--- src/rtl/muldiv_pkg.sv ---
// Shared constants and encodings for the EX-stage iterative multiply/divide unit.
package muldiv_pkg;
  localparam int XLEN  = 32;
  localparam int ITER  = 32;
  localparam int CNT_W = $clog2(ITER);

  typedef enum logic [1:0] {
    OP_MULT  = 2'b00,
    OP_MULTU = 2'b01,
    OP_DIV   = 2'b10,
    OP_DIVU  = 2'b11
  } op_e;

  typedef enum logic [1:0] {
    IDLE = 2'd0,
    RUN  = 2'd1,
    FIX  = 2'd2
  } state_e;
endpackage

--- src/rtl/muldiv_datapath.sv ---
// Radix-2 shift-add multiply / restoring divide on magnitudes, with sign fix-up on the outputs.
module muldiv_datapath
  import muldiv_pkg::*;
(
  input  logic            i_clk,
  input  logic            i_rst_n,
  input  logic            i_load,
  input  logic            i_step,
  input  logic [1:0]      i_op,
  input  logic [XLEN-1:0] i_rs,
  input  logic [XLEN-1:0] i_rt,
  output logic [XLEN-1:0] o_hi,
  output logic [XLEN-1:0] o_lo
);
  logic            w_isdiv, w_signed, w_aneg, w_bneg, w_ge;
  logic [XLEN-1:0] w_aabs, w_babs, w_diff;
  logic [XLEN:0]   w_sum, w_sh;
  logic [2*XLEN-1:0] w_prod;

  logic            r_isdiv, r_qneg, r_rneg, r_div0;
  logic [XLEN-1:0] r_b, r_hi, r_lo;

  assign w_isdiv  = i_op[1];
  assign w_signed = ~i_op[0];
  assign w_aneg   = w_signed & i_rs[XLEN-1];
  assign w_bneg   = w_signed & i_rt[XLEN-1];
  assign w_aabs   = w_aneg ? -i_rs : i_rs;
  assign w_babs   = w_bneg ? -i_rt : i_rt;

  // Multiply: {hi,lo} holds partial product in hi and remaining multiplier bits in lo.
  assign w_sum  = {1'b0, r_hi} + (r_lo[0] ? {1'b0, r_b} : '0);
  // Divide: hi is the partial remainder, lo shifts dividend out and quotient in.
  assign w_sh   = {r_hi, r_lo[XLEN-1]};
  assign w_ge   = w_sh >= {1'b0, r_b};
  assign w_diff = w_sh[XLEN-1:0] - r_b;

  always_ff @(posedge i_clk or negedge i_rst_n) begin
    if (!i_rst_n) begin
      r_isdiv <= 1'b0;
      r_qneg  <= 1'b0;
      r_rneg  <= 1'b0;
      r_div0  <= 1'b0;
      r_b     <= '0;
      r_hi    <= '0;
      r_lo    <= '0;
    end else if (i_load) begin
      r_isdiv <= w_isdiv;
      r_qneg  <= w_aneg ^ w_bneg;
      r_rneg  <= w_aneg;
      r_div0  <= w_isdiv & (i_rt == '0);
      r_b     <= w_isdiv ? w_babs : w_aabs;
      r_hi    <= '0;
      r_lo    <= w_isdiv ? w_aabs : w_babs;
    end else if (i_step) begin
      if (r_isdiv) begin
        r_hi <= w_ge ? w_diff : w_sh[XLEN-1:0];
        r_lo <= {r_lo[XLEN-2:0], w_ge};
      end else begin
        r_hi <= w_sum[XLEN:1];
        r_lo <= {w_sum[0], r_lo[XLEN-1:1]};
      end
    end
  end

  assign w_prod = r_qneg ? -{r_hi, r_lo} : {r_hi, r_lo};

  // Divide by zero leaves |dividend| as remainder, so the sign fix restores rs exactly.
  always_comb begin
    o_hi = w_prod[2*XLEN-1:XLEN];
    o_lo = w_prod[XLEN-1:0];
    if (r_isdiv) begin
      o_hi = r_rneg ? -r_hi : r_hi;
      o_lo = r_div0 ? '1 : (r_qneg ? -r_lo : r_lo);
    end
  end
endmodule

--- src/rtl/ex_muldiv_unit.sv ---
// EX-stage MULT/MULTU/DIV/DIVU sequencer: FSM, step counter, HI/LO registers and hazard stall.
module ex_muldiv_unit #(
  parameter int XLEN = 32,
  parameter int ITER = 32
) (
  input  logic            clk_i,
  input  logic            rst_i,
  input  logic            start_i,
  input  logic [1:0]      op_i,
  input  logic [XLEN-1:0] rs_data_i,
  input  logic [XLEN-1:0] rt_data_i,
  input  logic            use_hilo_i,
  input  logic            flush_i,
  output logic            busy_o,
  output logic            stall_o,
  output logic            done_o,
  output logic [XLEN-1:0] hi_o,
  output logic [XLEN-1:0] lo_o
);
  import muldiv_pkg::*;

  state_e           r_state, w_next;
  logic [CNT_W-1:0] r_cnt;
  logic             r_done;
  logic [XLEN-1:0]  r_hi, r_lo, w_res_hi, w_res_lo;
  logic             w_load, w_step, w_commit;

  always_comb begin
    w_next   = r_state;
    w_load   = 1'b0;
    w_step   = 1'b0;
    w_commit = 1'b0;
    case (r_state)
      IDLE: if (start_i && !flush_i) begin
        w_load = 1'b1;
        w_next = RUN;
      end
      RUN: if (flush_i) begin
        w_next = IDLE;
      end else begin
        w_step = 1'b1;
        if (r_cnt == CNT_W'(ITER-1)) w_next = FIX;
      end
      FIX: begin
        w_commit = !flush_i;
        w_next   = IDLE;
      end
      default: w_next = IDLE;
    endcase
  end

  always_ff @(posedge clk_i or negedge rst_i) begin
    if (!rst_i) begin
      r_state <= IDLE;
      r_cnt   <= '0;
      r_done  <= 1'b0;
      r_hi    <= '0;
      r_lo    <= '0;
    end else begin
      r_state <= w_next;
      r_done  <= w_commit;
      if (w_load)      r_cnt <= '0;
      else if (w_step) r_cnt <= r_cnt + 1'b1;
      if (w_commit) begin
        r_hi <= w_res_hi;
        r_lo <= w_res_lo;
      end
    end
  end

  muldiv_datapath u_dp (
    .i_clk   (clk_i),
    .i_rst_n (rst_i),
    .i_load  (w_load),
    .i_step  (w_step),
    .i_op    (op_i),
    .i_rs    (rs_data_i),
    .i_rt    (rt_data_i),
    .o_hi    (w_res_hi),
    .o_lo    (w_res_lo)
  );

  assign busy_o  = (r_state != IDLE);
  assign stall_o = busy_o & (use_hilo_i | start_i);
  assign done_o  = r_done;
  assign hi_o    = r_hi;
  assign lo_o    = r_lo;
endmodule

--- config.mk ---
export PLATFORM = sky130hd
export DESIGN_NAME = ex_muldiv_unit
export DESIGN_NICKNAME = d
export VERILOG_FILES = /design/src/rtl/muldiv_pkg.sv /design/src/rtl/muldiv_datapath.sv /design/src/rtl/ex_muldiv_unit.sv
export SDC_FILE = /design/constraint.sdc
export NUM_CORES = 1
export LEC_CHECK = 0
export CORE_MARGIN = 2
export CORE_UTILIZATION = 40
export DETAILED_ROUTE_END_ITERATION = 16
export HOLD_SLACK_MARGIN = 0.08
export PLACE_DENSITY = 0.68
export SYNTH_ARGS = -nofsm -noshare
export SYNTH_HDL_FRONTEND = slang
export SYNTH_SLANG_ARGS = --single-unit
--- constraint.sdc ---
create_clock -name clk_i -period 3.42 [get_ports clk_i]
set_clock_uncertainty 0.15 [all_clocks]
set_input_delay 0.684 -clock clk_i [delete_from_list [all_inputs] [get_ports clk_i]]
set_output_delay 0.684 -clock clk_i [all_outputs]
set_load 0.05 [all_outputs]
==> results of run 1 <==
-- report_power, final --
part           internal (uW)  switching [uW]
combinational           4110            5570
clock                   1050            1010
sequential              2410             467
total                   7570            7050
-- stage by stage --
stage	setup slack, ns	setup TNS [ns]	area (um2)	util (%)	total power (uW)
6_report	0.0690	0	19200	52.3	14600
5_1_grt	-0.0221	-0.0221	19200	52.3	15500
4_1_cts	0.0301	0	19000	51.9	14200
3_5_place_dp	-0.121	-0.133	18400	50.2	12100
3_3_place_gp	-0.113	-0.172	18400	50.2	12100
2_1_floorplan	0.113	0	14900	-	8230
-- flip-flops by register name (all words and copies together), names as in the netlist --
name	flops
u_dp.r_div0	1
u_dp.r_rneg	1
u_dp.r_isdiv	1
r_state	2
r_cnt	5
u_dp.r_lo	32
u_dp.r_hi	32
u_dp.r_qneg	1
done_o	1
hi_o	32
u_dp.r_b	32
lo_o	32
-- placed cells by master, fill, tap and decap left out, types with 7 or more instances in the layout --
master / count
a211oi_1: 20
a21o_1: 15
a21oi_1: 174
a31oi_1: 23
and2_1: 11
and3_1: 24
buf_12: 8
buf_4: 248
clkbuf_16: 17
clkdlybuf4s50_1: 135
dfrtp_1: 171
ha_1: 69
inv_1: 69
mux2i_1: 45
nand2_1: 217
nand2b_1: 14
nand3_1: 47
nand4_1: 17
nor2_1: 189
nor2b_1: 12
nor3_1: 43
nor4_1: 21
o211ai_1: 50
o21a_1: 13
o21ai_0: 179
o21ai_1: 7
o21bai_1: 7
o221ai_1: 19
o31ai_1: 23
o41ai_1: 13
or2_2: 11
or3_1: 15
or4_1: 9
xnor2_1: 87
xor2_1: 73
-- timing repair --
item / in CTS / in global routing
hold buffers: 0 / 0
endpoints found under the setup margin: 2 / 14
setup buffers: 0 / 5
pin swaps: 2 / 11
gates resized for setup: 3 / 21
hold endpoints to repair: 0 / 0
-- cell type report --
type,instances,area [um2]
Inverter,73,274
Fill cell,3474,17500
Multi-Input combinational cell,1575,10000
Tap cell,468,586
Sequential cell,172,4310
Clock inverter,14,171
Timing Repair Buffer,393,3390
Clock buffer,18,429
Antenna cell,1,2.50
-- kinds of logic (layout without fill, tap and decap cells) --
group	after synthesis	count (layout)	share of synthesized area (%)
other cells	0	1	0
xor+xnor	160	160	9.38
buf+inv	191	498	4.87
compound gates	632	632	26.7
fa+ha+maj	72	72	6.13
flops	172	172	28.8
simple gates	665	665	21.0
mux	46	46	3.09
-- worst paths after layout --
| check | cells after the start | to | slack, ns | startpoint |
|---|---|---|---|---|
| max | 12 | u_dp.r_hi[13]$_DFFE_PN0P_ | 0.07 | u_dp.r_hi[1]$_DFFE_PN0P_ |
| min | 1 | lo_o[7]$_DFFE_PN0P_ | 0.17 | rst_i |
| max reg2reg | 12 | u_dp.r_hi[13]$_DFFE_PN0P_ | 0.07 | u_dp.r_hi[1]$_DFFE_PN0P_ |
| min reg2reg | 2 | hi_o[11]$_DFFE_PN0P_ | 0.33 | hi_o[11]$_DFFE_PN0P_ |
| max in group asynchronous | 2 | u_dp.r_hi[23]$_DFFE_PN0P_ | 2.20 | rst_i |
| min in group clk_i | 2 | hi_o[11]$_DFFE_PN0P_ | 0.33 | hi_o[11]$_DFFE_PN0P_ |
-- worst reg2reg max path, stage by stage (launching register included) --
cell and delay [ns]:
dfrtp_1 0.40, ha_1 0.22, or2_2 0.31, o22ai_1 0.28, o211ai_1 0.23, o31a_1 0.30, buf_4 0.15, o21ai_1 0.23
buf_4 0.25, a21oi_1 0.14, a211oi_1 0.33, buf_4 0.17, o31ai_1 0.06
-- layer usage --
metal / track usage (%) / share of wire [%] / up-vias
li1: - / - / 7608
met5: 0 / 0 / -
met1: 42.5 / 45 / 7873
met3: 7.41 / 9.8 / 102
met2: 43.5 / 43 / 738
met4: 8.91 / 3.0 / 0
==> results.json, run 1 <==
{
  "critical_path_class": "flop to flop",
  "final_antenna_net_count": 0,
  "yosysTopAreaCell": "dfrtp_1",
  "via_per_inst": 6.01,
  "final_cells": 2714,
  "ys_ff_latch": 172,
  "syn_inst": 1938,
  "fmax_ghz": 0.298,
  "final_hold_viol_count": 0,
  "crit_buf_inv": 3,
  "cts_buffer_depth": 2,
  "die_h_um": 197,
  "syn_area_mm2": 0.0149,
  "syn_to_final_growth_pct": 28.4,
  "hold-worst-slack_ns": 0.168,
  "status": "completed",
  "core.rowCount": 70,
  "clk_latency_ns": 0.45,
  "synth_nets": 2081,
  "grt_usage_pct": 29.6,
  "setup_viol": 0,
  "numCtsBuffers": 17,
  "wire_per_inst_um": 21.6,
  "path_clk_slew_ns": 0.08,
  "die_area_mm2": 0.0389,
  "port_buffers": 137,
  "maxCapViolations": 0,
  "cts_sinks": 172,
  "dp_cells": 2676,
  "cts.htree.levels": 4,
  "crit_fanout": 11,
  "critPathTopFamily": "compound AO/OA/AOI/OAI gates",
  "cts_tree": "built",
  "vias": 16300,
  "cp.arrival_ns": 3.54,
  "peakVddDrop_uv": 352,
  "grt-ovfl-total": 0,
  "cellPowerDensity_mw_per_mm2": 762,
  "worstPathRequired_ns": 3.61,
  "yosysWarningCount": 0,
  "cts-root-buf": "clkbuf_16",
  "syn_avg_cell_area_um2": 7.71,
  "yosysSeqAreaShare_pct": 28.8,
  "grt_pass1_wl_um": 88200,
  "start_util_pct": 40.7,
  "cp-end-kind": "flop",
  "antenna_found_initial": 0,
  "start_kind": "flop",
  "drt_iter0_markers": 1503,
  "path_cells": "ha_1 > or2_2 > o22ai_1 > o211ai_1 > o31a_1 > buf_4 > o21ai_1 > buf_4 > a21oi_1 > a211oi_1 > buf_4 > o31ai_1",
  "yosys-top-cells-area": "dfrtp_1, o21ai_0, a21oi_1",
  "firstDrtPassIters": 5,
  "gp_congestion": 0.969,
  "cp_slowest_cell": "dfrtp_1",
  "finalCritPeriodShare_pct": 98.0,
  "fin_crit_ns": 3.35,
  "synth_top_area_share_pct": 28.8,
  "remaining_drc_errors": 0,
  "synth.distinct_cells": 85,
  "synth_edf_count": 0,
  "wirelength_um": 58500,
  "min-delay-path-class": "input pin to async pin",
  "drv_slew": 0,
  "critPathMostFrequentCell": "buf_4",
  "hpwlAfterDp_um": 46500,
  "p_leak_uw": 0.00833,
  "slew_headroom_pct": 41.5,
  "core_mm2": 0.0367,
  "slowest_delay_ns": 0.40,
  "synth-main-ff-cell": "dfrtp_1",
  "fin_nets": 2375,
  "synth_common_cells": "nand2_1, nor2_1, o21ai_0, a21oi_1, dfrtp_1",
  "die_width_um": 197,
  "tightest_slew_ns": 0.871,
  "drive_gt1_share_pct": 15.6,
  "io_pins": 138,
  "grt_pass1_vias": 15100,
  "synthArstFlopShare_pct": 100,
  "yosysMostFrequentCell": "nand2_1",
  "grt_max_degree": 95
}
Note: power is estimated with default switching activity, not from simulation.
==> run 2: changes to the inputs <==
==> constraint.sdc (replaced) <==
create_clock -name clk_i -period 3.42 [get_ports clk_i]
set_clock_uncertainty 0.15 [all_clocks]
set_input_delay 0.342 -clock clk_i [delete_from_list [all_inputs] [get_ports clk_i]]
set_output_delay 0.342 -clock clk_i [all_outputs]
set_load 0.05 [all_outputs]
==> results.json, run 2 (same netlist as run 1, synthesis figures left out) <==
{
  "status": "completed",
  "cp_slowest_cell": "a2111oi_2",
  "drive_gt1_share_pct": 12.2,
  "drt_iter0_markers": 1636,
  "grt_usage_pct": 28.7,
  "cp-end-kind": "flop",
  "grt_pass1_vias": 14600,
  "fmax_ghz": 0.298,
  "hpwlAfterDp_um": 45000,
  "n_fill_cell": 3570,
  "fin_util_pct": 50.3,
  "worstPathRequired_ns": 3.60,
  "wirelength_um": 56500,
  "final_hold_viol_count": 0,
  "port_buffers": 137,
  "multiInputGateArea_mm2": 0.0100,
  "vias": 15800,
  "finalCritPeriodShare_pct": 98.0,
  "die_area_mm2": 0.0389,
  "critPathMostFrequentCell": "buf_4",
  "clk_latency_ns": 0.45,
  "start_kind": "flop",
  "cts_buffer_depth": 2,
  "cts_sinks": 172,
  "numCtsBuffers": 17,
  "p_total_uw": 13900,
  "slew_headroom_pct": 33.3,
  "firstDrtPassIters": 6,
  "antenna_found_initial": 0,
  "final_antenna_net_count": 0,
  "final_common_cell": "nand2_1",
  "drv_slew": 0,
  "cts.htree.levels": 4,
  "cts-root-buf": "clkbuf_16",
  "rsz0062_at_grt": "true",
  "slowest_delay_ns": 0.44,
  "p_leak_uw": 0.00786,
  "tightest_slew_ns": 1.00,
  "grt-ovfl-total": 0,
  "maxCapViolations": 0,
  "remaining_drc_errors": 0,
  "crit_fanout": 3,
  "layout.area.seq_mm2": 0.00431,
  "gp_congestion": 1.04,
  "core.rowCount": 70,
  "start_util_pct": 40.7,
  "peakVddDrop_uv": 353,
  "path_clk_slew_ns": 0.08,
  "grt_pass1_wl_um": 86300,
  "fin_crit_ns": 3.35,
  "min-delay-path-class": "input pin to async pin",
  "via_per_inst": 6.04,
  "fin_nets": 2286,
  "grt_max_degree": 73,
  "io_pins": 138,
  "final_cell_mix": "nand2_1, nor2_1, o21ai_0, a21oi_1, dfrtp_1",
  "setup_viol": 0,
  "cellPowerDensity_mw_per_mm2": 752,
  "cp.arrival_ns": 3.53,
  "path_cells": "inv_2 > ha_4 > inv_1 > fa_2 > a21o_1 > a221oi_2 > o211ai_1 > a2111oi_2 > buf_4 > o21a_1 > a211o_1 > a21oi_2 > buf_4 > a221o_1",
  "die_h_um": 197,
  "diodes": 0,
  "syn_to_final_growth_pct": 23.5,
  "cts_tree": "built",
  "wire_per_inst_um": 21.5,
  "die_width_um": 197,
  "core_mm2": 0.0367,
  "critical_path_class": "flop to flop"
}
-- run 2: cell types whose count changed in the layout (fill, tap and decap cells not counted), moves of 2 or more --
cell | before | now
a2111oi_1 | 2 | 0
clkinv_8 | 3 | 1
buf_12 | 8 | 3
buf_4 | 248 | 162
a2111oi_2 | 0 | 3
clkinv_4 | 0 | 2
inv_8 | 4 | 2
-- run 2: worst paths after layout --
check                                                from                         to  slack [ns]  cells after the start
worst max register to register  u_dp.r_lo[31]$_DFFE_PN0P_  u_dp.r_hi[16]$_DFFE_PN0P_        0.07                     14
worst max-delay path            u_dp.r_lo[31]$_DFFE_PN0P_  u_dp.r_hi[16]$_DFFE_PN0P_        0.07                     14
min in group clk_i                   hi_o[15]$_DFFE_PN0P_       hi_o[15]$_DFFE_PN0P_        0.32                      2
worst min register to register       hi_o[15]$_DFFE_PN0P_       hi_o[15]$_DFFE_PN0P_        0.32                      2
worst min-delay path                                rst_i       lo_o[11]$_DFFE_PN0P_        0.26                      2
max in group asynchronous                           rst_i    u_dp.r_qneg$_DFFE_PN0P_        1.98                      3
-- run 2: per-stage QoR --
stage	setup slack, ns	area (um2)	TNS, ns	hold slack, ns	std cells
after global routing	-0.0403	18400	-0.0910	0.296	2623
final	0.0698	18400	0	0.261	2623
after global placement	0.0181	17700	0	0.168	2585
after floorplan	0.113	14900	0	-0.104	1938
after CTS	0.00825	18300	0	0.262	2617
after detailed placement	-0.0222	17700	-0.0524	0.171	2585
-- run 2: worst max-delay path, delay by kind of cell (launching register included) --
kind | cells | cell delay (ns)
AO/OA/AOI/OAI | 8 | 1.76
buffers and inverters | 4 | 0.45
adder cells (fa/ha/maj) | 2 | 0.46
flip-flops | 1 | 0.39
-- run 2: final cells by class --
| cell class | instances | area share, % |
|---|---|---|
| tap | 468 | 3.17 |
| clock buffer | 19 | 2.40 |
| timing repair buffer | 304 | 14.4 |
| inverter | 73 | 1.49 |
| multi-input combinational | 1575 | 54.3 |
| sequential | 172 | 23.3 |
| clock inverter | 12 | 0.841 |
-- run 2: timing repair --
action / CTS / global route
endpoints found under the hold margin: 49 / 0
pin swaps: 0 / 7
cloned: 0 / 0
gates resized for setup: 3 / 22
setup endpoints to repair: 4 / 19
buffers inserted: 0 / 6
hold buffers: 1 / 0
-- run 2: power by group --
group          switching, uW  leakage [uW]  internal [uW]  total (uW)
clock network            928      0.000291           1120        2040
registers                600       0.00225           2410        3010
logic                   5180       0.00532           3640        8820
total                   6710       0.00786           7160       13900
-- run 2: routing by layer --
metal / vias to the layer above / track usage (%) / part of all wire [%]
met5: - / 0 / 0
met4: 0 / 10.4 / 3.6
met3: 89 / 4.76 / 8.8
met2: 706 / 41.7 / 42
met1: 7587 / 42.6 / 45
li1: 7453 / - / -
==> run 3: changes to the inputs <==
--- a/config.mk
+++ b/config.mk
@@ -6,10 +6,10 @@
 export NUM_CORES = 1
 export LEC_CHECK = 0
 export CORE_MARGIN = 2
-export CORE_UTILIZATION = 40
+export CORE_UTILIZATION = 54
 export DETAILED_ROUTE_END_ITERATION = 16
 export HOLD_SLACK_MARGIN = 0.08
-export PLACE_DENSITY = 0.68
+export PLACE_DENSITY = 0.86
 export SYNTH_ARGS = -nofsm -noshare
 export SYNTH_HDL_FRONTEND = slang
 export SYNTH_SLANG_ARGS = --single-unit
==> results.json, run 3 (same netlist as run 1, synthesis figures left out) <==
{
  "status": "completed",
  "finalCritPeriodShare_pct": 97.6,
  "grt_usage_pct": 36.8,
  "wl_met3_um": 6630,
  "die_width_um": 170,
  "grt-ovfl-total": 0,
  "via_per_inst": 6.64,
  "final_hold_viol_count": 0,
  "grt_max_degree": 65,
  "cp_slowest_cell": "dfrtp_1",
  "tightest_slew_ns": 1.02,
  "setup_viol": 0,
  "cts_buffer_depth": 2,
  "maxCapViolations": 0,
  "critical_path_class": "flop to flop",
  "cp-end-kind": "flop",
  "cts_tree": "built",
  "fin_util_pct": 66.6,
  "slowest_delay_ns": 0.45,
  "dr_wl_met2_um": 23400,
  "start_util_pct": 55.3,
  "vias": 16300,
  "r2r_slack_ns": 0.08,
  "grt_pass1_vias": 14800,
  "hpwlAfterDp_um": 41500,
  "p_total_uw": 13700,
  "slew_headroom_pct": 31.9,
  "syn_to_final_growth_pct": 20.6,
  "crit_fanout": 4,
  "wirelength_um": 54200,
  "cts.htree.levels": 4,
  "die_area_mm2": 0.0290,
  "final_antenna_net_count": 0,
  "fin_crit_ns": 3.34,
  "path_cells": "and2_4 > ha_1 > inv_1 > fa_2 > nand2b_4 > a21o_1 > a21oi_1 > buf_4 > a2111oi_1 > buf_4 > o211a_4 > or2_2 > xnor2_1 > a221o_1",
  "final_cell_mix": "nand2_1, nor2_1, o21ai_0, a21oi_1, dfrtp_1",
  "wire_per_inst_um": 22.1,
  "top_layer": "met5",
  "firstDrtPassIters": 6,
  "start_kind": "flop",
  "antenna_found_initial": 1,
  "die_h_um": 170,
  "worstPathRequired_ns": 3.61,
  "clk_latency_ns": 0.45,
  "fin_nets": 2243,
  "cp.arrival_ns": 3.53,
  "diodes": 0,
  "io_pins": 138,
  "path_clk_slew_ns": 0.08,
  "port_buffers": 137,
  "cts-root-buf": "clkbuf_16",
  "p_leak_uw": 0.00767,
  "final_common_cell": "nand2_1",
  "peakVddDrop_uv": 530,
  "remaining_drc_errors": 0,
  "numCtsBuffers": 17,
  "min-delay-path-class": "input pin to async pin",
  "drt-met1-wl_um": 22000,
  "gp_congestion": 1.05,
  "core.rowCount": 60,
  "drv_slew": 0,
  "grt_pass1_wl_um": 82800,
  "core_mm2": 0.0270,
  "fmax_ghz": 0.300,
  "drt_iter0_markers": 2160,
  "cts_sinks": 172,
  "critPathMostFrequentCell": "buf_4",
  "drive_gt1_share_pct": 10.4,
  "cellPowerDensity_mw_per_mm2": 760
}
## run 3: cell types whose count changed in the layout (fill, tap and decap cells not counted), moves of 3 or more
cell	delta
a21oi_1	+3
clkinv_8	+6
buf_4	-44
inv_12	+3
ha_2	+3
## run 3: layout make-up
cell class,count,area (um2)
tap,341,427
fill,2222,9020
clock buffer,17,425
multi-input combinational,1575,10000
clock inverter,15,209
inverter,73,277
timing repair buffer,261,2370
sequential,172,4310
## run 3: through the flow
stage / hold slack (ns) / cell area [um2] / worst slack, ns / TNS (ns) / instances
final: 0.196 / 18000 / 0.0835 / 0 / 2454
after global routing: 0.231 / 18000 / -0.0216 / -0.0320 / 2454
after CTS: 0.213 / 17900 / 0.0221 / 0 / 2453
after detailed placement: 0.120 / 17300 / 0.0396 / 0 / 2420
after global placement: 0.113 / 17300 / 0.132 / 0 / 2420
after floorplan: -0.104 / 14900 / 0.113 / 0 / 1938
## run 3: per-layer routing
layer	up-vias	track usage, %
met3	176	9.05
met1	7694	51.6
met5	-	0
met2	1068	55.4
met4	2	12.9
li1	7364	-
## run 3: power breakdown
group / switching (uW) / internal (uW)
Combinational: 5170 / 3430
Clock: 1040 / 1010
Sequential: 628 / 2410
## run 3: worst paths after layout
| path | from | to | cells after the start |
|---|---|---|---|
| min | rst_i | lo_o[11]$_DFFE_PN0P_ | 2 |
| max reg2reg | u_dp.r_lo[0]$_DFFE_PN0P_ | u_dp.r_hi[27]$_DFFE_PN0P_ | 14 |
| min reg2reg | hi_o[15]$_DFFE_PN0P_ | hi_o[15]$_DFFE_PN0P_ | 2 |
| max | u_dp.r_lo[0]$_DFFE_PN0P_ | u_dp.r_hi[27]$_DFFE_PN0P_ | 14 |
| max in group asynchronous | rst_i | u_dp.r_isdiv$_DFFE_PN0P_ | 3 |
| min in group clk_i | op_i[1] | u_dp.r_div0$_DFFE_PN0P_ | 3 |
## run 3: timing repair
action,in CTS,in global routing
resized for setup,0,21
endpoints found under the setup margin,0,16
hold buffers,1,0
setup buffers,0,0
hold endpoints to repair,92,0
## run 3: critical path, delay by kind of cell, from the launching register on
kind                     cells  cell delay (ns)
adder cells (fa/ha/maj)      2             0.49
buffers and inverters        3             0.38
XOR/XNOR                     1             0.13
flip-flops                   1             0.45
AO/OA/AOI/OAI                5             0.99
AND/OR/NAND/NOR              3             0.64
